File: src/rtl/bcd_pkg.sv
// Shared definitions for the multi-digit BCD complementer: FSM state type
// and BCD digit constants.
package bcd_pkg;

  // Control FSM states
  typedef enum logic [1:0] {
    IDLE = 2'd0,
    RUN  = 2'd1,
    DONE = 2'd2
  } bcd_state_t;

  // Largest legal BCD digit value
  localparam logic [3:0] BCD_MAX = 4'd9;

  // Bits per BCD digit
  localparam int BCD_DIGIT_W = 4;

endpackage : bcd_pkg

File: src/rtl/bcd_digit_comp.sv
// Single-digit combinational BCD complement cell.
// Optional feature macro: BCD_COMP_ERR_CHECK_EN (flags digits above 9,
// forces them to 4'hF and lets the carry pass through untouched).
module bcd_digit_comp
  import bcd_pkg::*;
(
  input  logic [BCD_DIGIT_W-1:0] d,
  input  logic                   cs,
  input  logic                   mode,
  input  logic                   cin,
  output logic [BCD_DIGIT_W-1:0] q,
  output logic                   cout,
  output logic                   bad
);

  logic [BCD_DIGIT_W-1:0] raw;
  logic [BCD_DIGIT_W:0]   sum;

  // Per-digit complement: pass-through, 9-d, or (9-d)+carry with decimal wrap
  always_comb begin
    raw  = BCD_MAX - d;
    sum  = {1'b0, raw} + {{BCD_DIGIT_W{1'b0}}, cin};
    q    = d;
    cout = 1'b0;
    bad  = 1'b0;
    if (cs) begin
      if (!mode) begin
        q = raw;
      end else if (sum == 5'd10) begin
        q    = '0;
        cout = 1'b1;
      end else begin
        q = sum[BCD_DIGIT_W-1:0];
      end
    end
`ifdef BCD_COMP_ERR_CHECK_EN
    if (d > BCD_MAX) begin
      bad  = 1'b1;
      q    = 4'hF;
      cout = cin;
    end
`endif
  end

endmodule : bcd_digit_comp

File: src/rtl/bcd_multidigit_complementer.sv
// Serial multi-digit BCD 9's/10's complementer with valid/ready handshake.
// One digit is processed per cycle, LSD first, through a single digit cell.
// Optional feature macro: BCD_COMP_ERR_CHECK_EN (err reports digits above 9);
// without it the digit cell never flags, so err stays 0.
module bcd_multidigit_complementer
  import bcd_pkg::*;
#(
  parameter int DIGITS = 4
) (
  input  logic                          clk,
  input  logic                          rst,
  input  logic                          in_valid,
  output logic                          in_ready,
  input  logic [BCD_DIGIT_W*DIGITS-1:0] bcd_in,
  input  logic                          cs,
  input  logic                          mode,
  output logic                          out_valid,
  input  logic                          out_ready,
  output logic [BCD_DIGIT_W*DIGITS-1:0] bcd_out,
  output logic                          cout,
  output logic                          err
);

  localparam int W     = BCD_DIGIT_W * DIGITS;
  localparam int IDX_W = $clog2(DIGITS + 1);
  localparam logic [IDX_W-1:0] IDX_LAST = IDX_W'(DIGITS);

  bcd_state_t       state_q;
  logic [IDX_W-1:0] idx_q;
  logic [W-1:0]     opnd_q;
  logic [W-1:0]     opnd_d;
  logic [W-1:0]     res_q;
  logic [W-1:0]     res_d;
  logic             carry_q;
  logic             err_acc_q;
  logic             cs_q;
  logic             mode_q;
  logic             in_ready_q;
  logic             out_valid_q;
  logic [W-1:0]     bcd_out_q;
  logic             cout_q;
  logic             err_q;

  logic [BCD_DIGIT_W-1:0] dig_q;
  logic                   dig_cout;
  logic                   dig_bad;

  bcd_digit_comp u_digit (
    .d    (opnd_q[BCD_DIGIT_W-1:0]),
    .cs   (cs_q),
    .mode (mode_q),
    .cin  (carry_q),
    .q    (dig_q),
    .cout (dig_cout),
    .bad  (dig_bad)
  );

  // Operand shifts right so the next digit always sits in the low nibble
  assign opnd_d = opnd_q >> BCD_DIGIT_W;

  // Result digits enter at the top so the LSD ends up in bits [3:0]
  generate
    if (DIGITS == 1) begin : g_res_one
      assign res_d = dig_q;
    end else begin : g_res_many
      assign res_d = {dig_q, res_q[W-1:BCD_DIGIT_W]};
    end
  endgenerate

  // Control FSM with the datapath and registered handshake outputs
  always_ff @(posedge clk or posedge rst) begin
    if (rst) begin
      state_q     <= IDLE;
      idx_q       <= '0;
      opnd_q      <= '0;
      res_q       <= '0;
      carry_q     <= 1'b0;
      err_acc_q   <= 1'b0;
      cs_q        <= 1'b0;
      mode_q      <= 1'b0;
      in_ready_q  <= 1'b1;
      out_valid_q <= 1'b0;
      bcd_out_q   <= '0;
      cout_q      <= 1'b0;
      err_q       <= 1'b0;
    end else begin
      case (state_q)
        IDLE: begin
          if (in_valid) begin
            opnd_q     <= bcd_in;
            cs_q       <= cs;
            mode_q     <= mode;
            carry_q    <= cs & mode;
            idx_q      <= '0;
            res_q      <= '0;
            err_acc_q  <= 1'b0;
            in_ready_q <= 1'b0;
            state_q    <= RUN;
          end
        end
        RUN: begin
          // Index reaches DIGITS once every digit is done; it never wraps
          if (idx_q == IDX_LAST) begin
            bcd_out_q   <= res_q;
            cout_q      <= carry_q;
            err_q       <= err_acc_q;
            out_valid_q <= 1'b1;
            state_q     <= DONE;
          end else begin
            opnd_q    <= opnd_d;
            res_q     <= res_d;
            carry_q   <= dig_cout;
            err_acc_q <= err_acc_q | dig_bad;
            idx_q     <= idx_q + IDX_W'(1);
          end
        end
        DONE: begin
          if (out_ready) begin
            out_valid_q <= 1'b0;
            in_ready_q  <= 1'b1;
            state_q     <= IDLE;
          end
        end
        default: begin
          state_q <= IDLE;
        end
      endcase
    end
  end

  assign in_ready  = in_ready_q;
  assign out_valid = out_valid_q;
  assign bcd_out   = bcd_out_q;
  assign cout      = cout_q;
  assign err       = err_q;

endmodule : bcd_multidigit_complementer
File: config.mk
export PLATFORM = sky130hd
export DESIGN_NAME = bcd_multidigit_complementer
export DESIGN_NICKNAME = d
export VERILOG_FILES = /design/src/rtl/bcd_pkg.sv /design/src/rtl/bcd_digit_comp.sv /design/src/rtl/bcd_multidigit_complementer.sv
export SDC_FILE = /design/constraint.sdc
export NUM_CORES = 1
export LEC_CHECK = 0
export ABC_AREA = 1
export CORE_ASPECT_RATIO = 0.75
export CORE_MARGIN = 1
export CORE_UTILIZATION = 52
export DETAILED_ROUTE_END_ITERATION = 8
export PLACE_DENSITY = 0.87
export SLEW_MARGIN = 30
export SYNTH_ARGS = -nofsm -noshare
export SYNTH_HDL_FRONTEND = slang
export SYNTH_SLANG_ARGS = --single-unit
File: constraint.sdc
create_clock -name clk -period 2 [get_ports clk]
set_input_delay 0.3 -clock clk [delete_from_list [all_inputs] [get_ports clk]]
set_output_delay 0.3 -clock clk [all_outputs]
set_load 0.05 [all_outputs]
### After elaboration in Yosys (flattened, before gate mapping)

Index checks and enable logic that the tools add are counted.

* $add $sub $neg: 3
* multiply operators: 0
* divide/modulo/power cells: 0
* magnitude comparators: 0
* equality and inequality tests: 8
* shift operators: 0
* mux-type cells: 28
* bitwise logic cells: 1
* reductions and logical operators: 10

Operators by type and width (number)
* $mux 16: 4
* $pmux 16 s2: 2
* $mux 4: 3
* $reduce_and 3->1: 4
* $mux 1: 9
* $ne 2x2->1 const B: 4
* $mux 2: 3
* $mux 3: 2
* $pmux 1 s2: 3
* $pmux 2 s3: 1
* $pmux 3 s2: 1
* $reduce_bool 2->1: 3
* $add 4x1->5: 1
* $eq 5x4->1 const B: 1
* $reduce_and 2->1: 2
* $sub 4x4->4 const A: 1
* $add 3x1->3 const B: 1
* $eq 3x3->1 const B: 1
* $eq 2x1->1 const B: 1
* $eq 2x2->1 const B: 1
* $logic_not 2->1: 1
* $and 1x1->1: 1

* register bits after elaboration: 59
* latch bits: 0
* bits in writable memories: 0
* memory bits (read-only): 0
* input port bits: 22
* word-level logic and storage cells: 61
* memories: 0

### Logic depth before layout (Yosys ltp)

Gate-level depths: netlist of run 1.

* depth after elaboration: 8
* depth in mapped cells: 11
* mapped depth without buffers: 11

### Cells and area by module

A second synthesis of run 1 with hierarchy kept.

* cell total of the unflattened synthesis: 366
* area, all modules: 3001.6 um^2

By module, submodules not included
* bcd_multidigit_complementer: instances 1, cells each 316, area each 2736.4 um^2
* bcd_digit_comp: instances 1, cells each 50, area each 265.3 um^2

### Least setup slack after synthesis of run 1

OpenSTA, ideal clock, no wires.

* path type: reg-to-reg
* start: reg opnd_q[0]
* end: reg res_q[13]
* arrival time: 1.340 ns
* data required time: 1.883 ns
* path slack: 0.544 ns
* cell stages (with the launch flop): 11
* period minus slack after synthesis: 1.456 ns
* path through: dfrtp_1 > inv_1 > ha_1 > ha_1 > nand2_1 > a21oi_1 > nand3_1 > nand2_1 > nand2_1 > nand2_1 > nand2_1

* word-level cells in the longest chain between the ends: 8

RTL lines
* start: declaration: line bcd_multidigit_complementer.sv:30 `logic [W-1:0] opnd_q;`
* start signal: assignment: line bcd_multidigit_complementer.sv:90 `opnd_q <= bcd_in;`
* start signal: assignment: line bcd_multidigit_complementer.sv:110 `opnd_q <= opnd_d;`
* $sub 4x4->4 *: line bcd_digit_comp.sv:21 `raw = BCD_MAX - d;`
* $add 4x1->5: line bcd_digit_comp.sv:22 `sum = {1'b0, raw} + {{BCD_DIGIT_W{1'b0}}, cin};`
* $eq 5x4->1: line bcd_digit_comp.sv:29 `end else if (sum == 5'd10) begin`
* $mux 4: line bcd_digit_comp.sv:29
* $mux 4 *: line bcd_digit_comp.sv:27 `if (!mode) begin`
* $mux 4 *: line bcd_digit_comp.sv:26 `if (cs) begin`
* $mux 16 *: line bcd_multidigit_complementer.sv:103 `if (idx_q == IDX_LAST) begin`
* $pmux 16 s2 *: line bcd_multidigit_complementer.sv:87 `case (state_q)`
* end signal: assignment: line bcd_multidigit_complementer.sv:111 `res_q <= res_d;`
* end: declaration: line bcd_multidigit_complementer.sv:32 `logic [W-1:0] res_q;`

Every way passes the cells marked *; elsewhere a longest branch is shown, timed or not. The select of a mux whose other input is x is not followed.
A chain may end at the register's enable or synchronous reset.

### Worst setup path in the final report of run 1

* start: reg bcd_out_q[13] (netlist: bcd_out[13])
* end: out bcd_out[13]

RTL lines
* start: declaration: line bcd_multidigit_complementer.sv:40 `logic [W-1:0] bcd_out_q;`
* start signal: assignment: line bcd_multidigit_complementer.sv:104 `bcd_out_q <= res_q;`
* end: declaration: line bcd_multidigit_complementer.sv:19 `output logic [BCD_DIGIT_W*DIGITS-1:0] bcd_out,`

No word-level cell between the ends.

==> results of run 1 <==
==> logic make-up (layout without fill, tap and decap cells) <==
kind of cell | count (synthesis) | in the layout | synth area share
buffers and inverters | 49 | 99 | 0.0835
adder cells (fa/ha/maj) | 6 | 6 | 0.0295
XOR/XNOR | 1 | 1 | 0.00344
AO/OA/AOI/OAI | 65 | 65 | 0.153
flip-flops | 59 | 59 | 0.580
other | 1 | 1 | 0.00147
multiplexers | 1 | 1 | 0.00442
AND/OR/NAND/NOR | 85 | 85 | 0.145
==> final timing paths <==
path,endpoint,slack [ns],cells after the start
hold / removal,bcd_out[8],0.37,3
hold reg to reg,out_valid,0.48,2
setup reg to reg,res_q[15],0.31,10
setup / recovery,bcd_out[13],0.20,1
min in group clk,out_valid,0.48,2
max in group asynchronous,in_ready,1.35,3
==> synth_stat cells, drive strengths merged <==
library cell  count
conb              1
buf               9
dfstp             1
clkbuf            1
inv              39
nand4             2
mux2              1
a21oi             7
ha                6
nand2            69
a22oi            12
o22ai            13
xor2              1
a22o              1
nand3             6
dfrtp            58
o21ai            29
nor2              6
a32o              3
nor3              2
==> metal layers <==
layer / global-route usage / wire length [µm]
met1: 0.305 / 2360
met2: 0.360 / 2510
met3: 0.0793 / 295
met4: 0.0797 / 79
met5: 0 / 0
==> per-stage QoR <==
step,utilization,instances
final,0.698,374
after global routing,0.698,374
after CTS,0.698,374
after detailed placement,0.655,358
after global placement,0.655,358
after floorplan,-,267
==> state kept, by name, indices dropped and copies added (netlist names) <==
name,cells
opnd_q,16
state_q,2
res_q,16
carry_q,1
cout,1
cs_q,1
mode_q,1
out_valid,1
idx_q,3
in_ready,1
bcd_out,16
==> power groups by stage <==
stage	clock network (µW)	logic, µW	registers [µW]
after floorplan	0	1490	2500
after global placement	0	2630	1970
after detailed placement	0	2730	1990
after CTS	1090	2760	1980
after global routing	1160	3030	2040
final	1080	2760	1980
==> area by class of cell <==
class                   instances  area, µm²
clock buffers                  14        163
clock inverters                 2       35.0
fillers                       324       1380
inverters                      39        146
multi-input cells             159        858
flip-flops and latches         59       1480
well taps                      57       71.3
repair buffers                 44        440
==> flow_metrics.tcl, run 1 <==
set metrics [dict create \
    period_share 0.900 \
    cts_setup_buffers 0 \
    worstMarginPinSlew_ns 0.515 \
    netlist.area_leader.share 0.569 \
    crit_family "buffers and inverters" \
    clk_latency_ns 0.34 \
    yosysWarningCount 0 \
    dpl_cell_area_um2 2990 \
    max-slew-margin-rel 0.656 \
    rsz0062_at_grt "no" \
    ant_nets 0 \
    syn_inst 267 \
    slew_viol_final 0 \
    avgRoutedWirePerCell_um 14.0 \
    final_common_cell "nand2_1" \
    worstSetupStartpointType "register" \
    max_cap_violations 0 \
    cts_tree "built" \
    layout_setup_ws_ns 0.199 \
    worstPathArrival_ns 1.50 \
    place_ws_ns 0.365 \
    place_congestion 0.880 \
    die_h_um 62.6 \
    start_util 0.557 \
    critPathSlowestCell "clkdlybuf4s50_1" \
    ys_seq_elements 59 \
    fp.dieArea_um2 5190 \
    pwr-share-comb 0.475 \
    fp.dieW_um 82.8 \
    synthesis.nets 295 \
    drc 0 \
    crit_path_end_kind "output port" \
    cts_root_buffer "clkbuf_8" \
    grt_pass1_vias 1988 \
    critPathMaxStageDelay_ns 0.82 \
    antenna_cells 0 \
    row_count 21 \
    drive_above_1_share 0.0978 \
    r2r_start "opnd_q[1]" \
    clk_pin_slew_worst_paths_ns 0.06 \
    grt_start_max_net_pins 60 \
    crit_chain "clkdlybuf4s50_1" \
    clkSinkCount 59 \
    ys_top_cells_by_area "dfrtp_1 57%, nand2_1 9.6%, inv_1 5.2%" \
    status "finished, final reports clean" \
    yosysSeqAreaShare 0.580 \
    io_buffers 40 \
    hpwl_um 3640 \
    pwr-share-seq 0.340 \
    synth.largest_area_cell "dfrtp_1" \
    crit_start "bcd_out[13]" \
    fin_hold_ws_ns 0.365 \
    vias 1995 \
    ys_types 28 \
    core_area_um2 4570 \
    fmax_mhz 555 \
    antenna_found_initial 0 \
    cp.required_ns 1.70 \
    p_per_area_nw_per_um2 1820 \
    wl_um 5240 \
    grt_first_pass_wirelength_um 9250 \
    tns_ns 0 \
    hold_viol_final 0 \
    intPower_uw 3260 \
    cellLeakagePower_uw 0.00155 \
    numCtsBuffers 9 \
    grt_overflow 0 \
    crit_buf_inv 1 \
    dr.pass1.iters 4 \
    setup_violations 0 \
    clkPwrFrac 0.186 \
    layout_min_cycle_time_ns 1.80 \
    ir_worst_vdd_mv 1.22 \
    drt_iter0_drc 126 \
    avgViaCountPerCell 5.33 \
    cp_max_fo 2 \
    clockBufferDepth 2 \
    finalPower_uw 5810 \
    syn_to_final_growth_pct 25.2 \
    syn_area_um2 2550 \
    critical_path_class "reg2out" \
    syn-mean-instance-area_um2 9.55 \
    swShare 0.440 \
    clock_skew_ns 0.00648 \
    final_nets 340 \
    layout_common_cells "65 x nand2_1, 58 x dfrtp_1, 39 x clkdlybuf4s50_1, 34 x inv_1, 15 x o21ai_0" \
    cts-resized-gates 0 \
    netSwitchingPower_uw 2560 \
    htree_levels 3 \
    grt_usage 0.231 \
    io_pins 42 \
    finalInstanceArea_um2 3190 \
    holdBufCountCts 0 \
    min_path_type "in2async" \
]
No activity file was read; power rests on OpenSTA's default activity.
==> inputs of run 2 (changes only) <==
--- a/config.mk
+++ b/config.mk
@@ -8,9 +8,9 @@
 export ABC_AREA = 1
 export CORE_ASPECT_RATIO = 0.75
 export CORE_MARGIN = 1
-export CORE_UTILIZATION = 52
+export CORE_UTILIZATION = 45
 export DETAILED_ROUTE_END_ITERATION = 8
-export PLACE_DENSITY = 0.87
+export PLACE_DENSITY = 0.78
 export SLEW_MARGIN = 30
 export SYNTH_ARGS = -nofsm -noshare
 export SYNTH_HDL_FRONTEND = slang
==> run 2 against run 1 <==
Effect of this change:
- sequential cell count did not move
- sequential power barely moved
- critical path type unchanged
- count of clock-buffer cells in the layout fell by 4
- worst setup slack improved by 0.0061 ns
- routed wire length fell by 1.1%
- worst hold slack got worse by 0.058 ns
- combinational power fell by 1%
==> flow_metrics.tcl, run 2 (synthesis results as in run 1) <==
set metrics [dict create \
    wl_um 5190 \
    fin_hold_ws_ns 0.307 \
    tns_ns 0 \
    r2r_cells 8 \
    clk_latency_ns 0.34 \
    holdBufCountCts 0 \
    hpwl_um 3780 \
    die_h_um 67.2 \
    htree_levels 3 \
    final_nets 342 \
    crit_family "buffers and inverters" \
    start_util 0.471 \
    clkSinkCount 59 \
    io_pins 42 \
    status "finished, final reports clean" \
    worstMarginPinSlew_ns 0.507 \
    layout_min_cycle_time_ns 1.79 \
    critPathSlowestCell "clkdlybuf4s50_1" \
    cts_tree "built" \
    crit_chain "clkdlybuf4s50_1" \
    grt_start_max_net_pins 25 \
    drt_iter0_drc 122 \
    min_path_type "in2async" \
    row_count 23 \
    worstPathArrival_ns 1.49 \
    worst-r2r-setup-slack_ns 0.36 \
    place_congestion 0.905 \
    crit_buf_inv 1 \
    max-slew-margin-rel 0.661 \
    r2r_end "carry_q" \
    r2r_start "idx_q[0]" \
    grt_overflow 0 \
    drive_above_1_share 0.110 \
    grt_first_pass_wirelength_um 8630 \
    fin_util 0.589 \
    fp.dieArea_um2 5970 \
    cts-resized-gates 0 \
    p_per_area_nw_per_um2 1760 \
    cts_setup_buffers 0 \
    ir_worst_vdd_mv 0.708 \
    core_area_um2 5410 \
    worstSetupStartpointType "register" \
    rsz0062_at_grt "no" \
    max_cap_violations 0 \
    dr.pass1.iters 4 \
    drc 0 \
    fmax_mhz 557 \
    crit_path_end_kind "output port" \
    grt_pass1_vias 1814 \
    antenna_found_initial 0 \
    avgRoutedWirePerCell_um 13.2 \
    avgViaCountPerCell 4.91 \
    syn_to_final_growth_pct 25.0 \
    worstSetupPathDepth 1 \
    slew_viol_final 0 \
    fp.dieW_um 88.9 \
    cp.required_ns 1.70 \
    antenna_cells 0 \
    crit_end "bcd_out[6]" \
    crit_start "bcd_out[6]" \
    setup_violations 0 \
    ant_nets 0 \
    numCtsBuffers 9 \
    critical_path_class "reg2out" \
    layout_common_cells "65 x nand2_1, 58 x dfrtp_1, 39 x clkdlybuf4s50_1, 34 x inv_1, 15 x o21ai_0" \
    cp_max_fo 2 \
    hold_viol_final 0 \
    clk_pin_slew_worst_paths_ns 0.07 \
    cellLeakagePower_uw 0.00154 \
    cts_root_buffer "clkbuf_8" \
    final_common_cell "nand2_1" \
    clockBufferDepth 2 \
    clock_skew_ns 0.00665 \
    vias 1931 \
    critPathMaxStageDelay_ns 0.81 \
    grt_usage 0.202 \
    io_buffers 40 \
    period_share 0.897 \
]
## run 2: changes by cell type in the layout (fill, tap and decap cells not counted)
cell	change
buf_4	+3
clkbuf_1	-3
clkbuf_8	-1
bufinv_16	-1
clkinv_2	+2
buf_12	-1
clkinvlp_4	+2
## run 2: metrics by stage
stage               power [µW]  worst slack, ns  cell area, µm²  std cells
finish                    5620            0.205            3190        393
global placement          4630            0.368            3020        378
CTS                       5650            0.186            3190        393
detailed placement        4710            0.315            3020        378
floorplan                 3990            0.245            2550        267
global route              6040            0.141            3190        393
## run 2: where the power goes
part / switching, µW / internal, µW
clock: 453 / 468
sequential: 269 / 1700
combinational: 1820 / 906
total: 2540 / 3080
## run 2: worst min path at each step
stage	to	slack [ns]
after CTS	bcd_out[5]	0.32
after global placement	opnd_q[11]	0.47
after floorplan	state_q[1]	0.41
final	bcd_out[5]	0.31
after global routing	bcd_out[5]	0.34
after detailed placement	out_valid	0.46
## run 2: worst register-to-register path: stages (launching register included)
cell	delay, ns
dfrtp_1	0.39
inv_1	0.10
ha_1	0.16
nand2_1	0.10
nand2_4	0.21
nand2_4	0.15
inv_2	0.24
nor2_1	0.07
a21oi_1	0.14
## run 2: routing by layer
layer  routed length, µm  up-vias  share of wire  track usage
met2                2340       53           0.45        0.287
met4                  92        0          0.018       0.0887
met1                2450      902           0.47        0.278
met3                 308        7          0.059       0.0733
met5                   0        -              0            0
li1                    -      969              -            -
## run 2: area by class of cell
cell class / count / area (µm²)
inverter: 39 / 146
sequential: 59 / 1480
fill: 476 / 2220
timing repair buffer: 46 / 443
clock inverter: 5 / 30.0
multi-input combinational: 159 / 858
clock buffer: 10 / 138
tap: 75 / 93.8
==> inputs of run 3 (changes only) <==
--- a/config.mk
+++ b/config.mk
@@ -6,6 +6,7 @@
 export NUM_CORES = 1
 export LEC_CHECK = 0
 export ABC_AREA = 1
+export CAP_MARGIN = 10
 export CORE_ASPECT_RATIO = 0.75
 export CORE_MARGIN = 1
 export CORE_UTILIZATION = 45
==> results of run 3 <==
The final DEF is identical to that of run 2; final timing and power are the same.
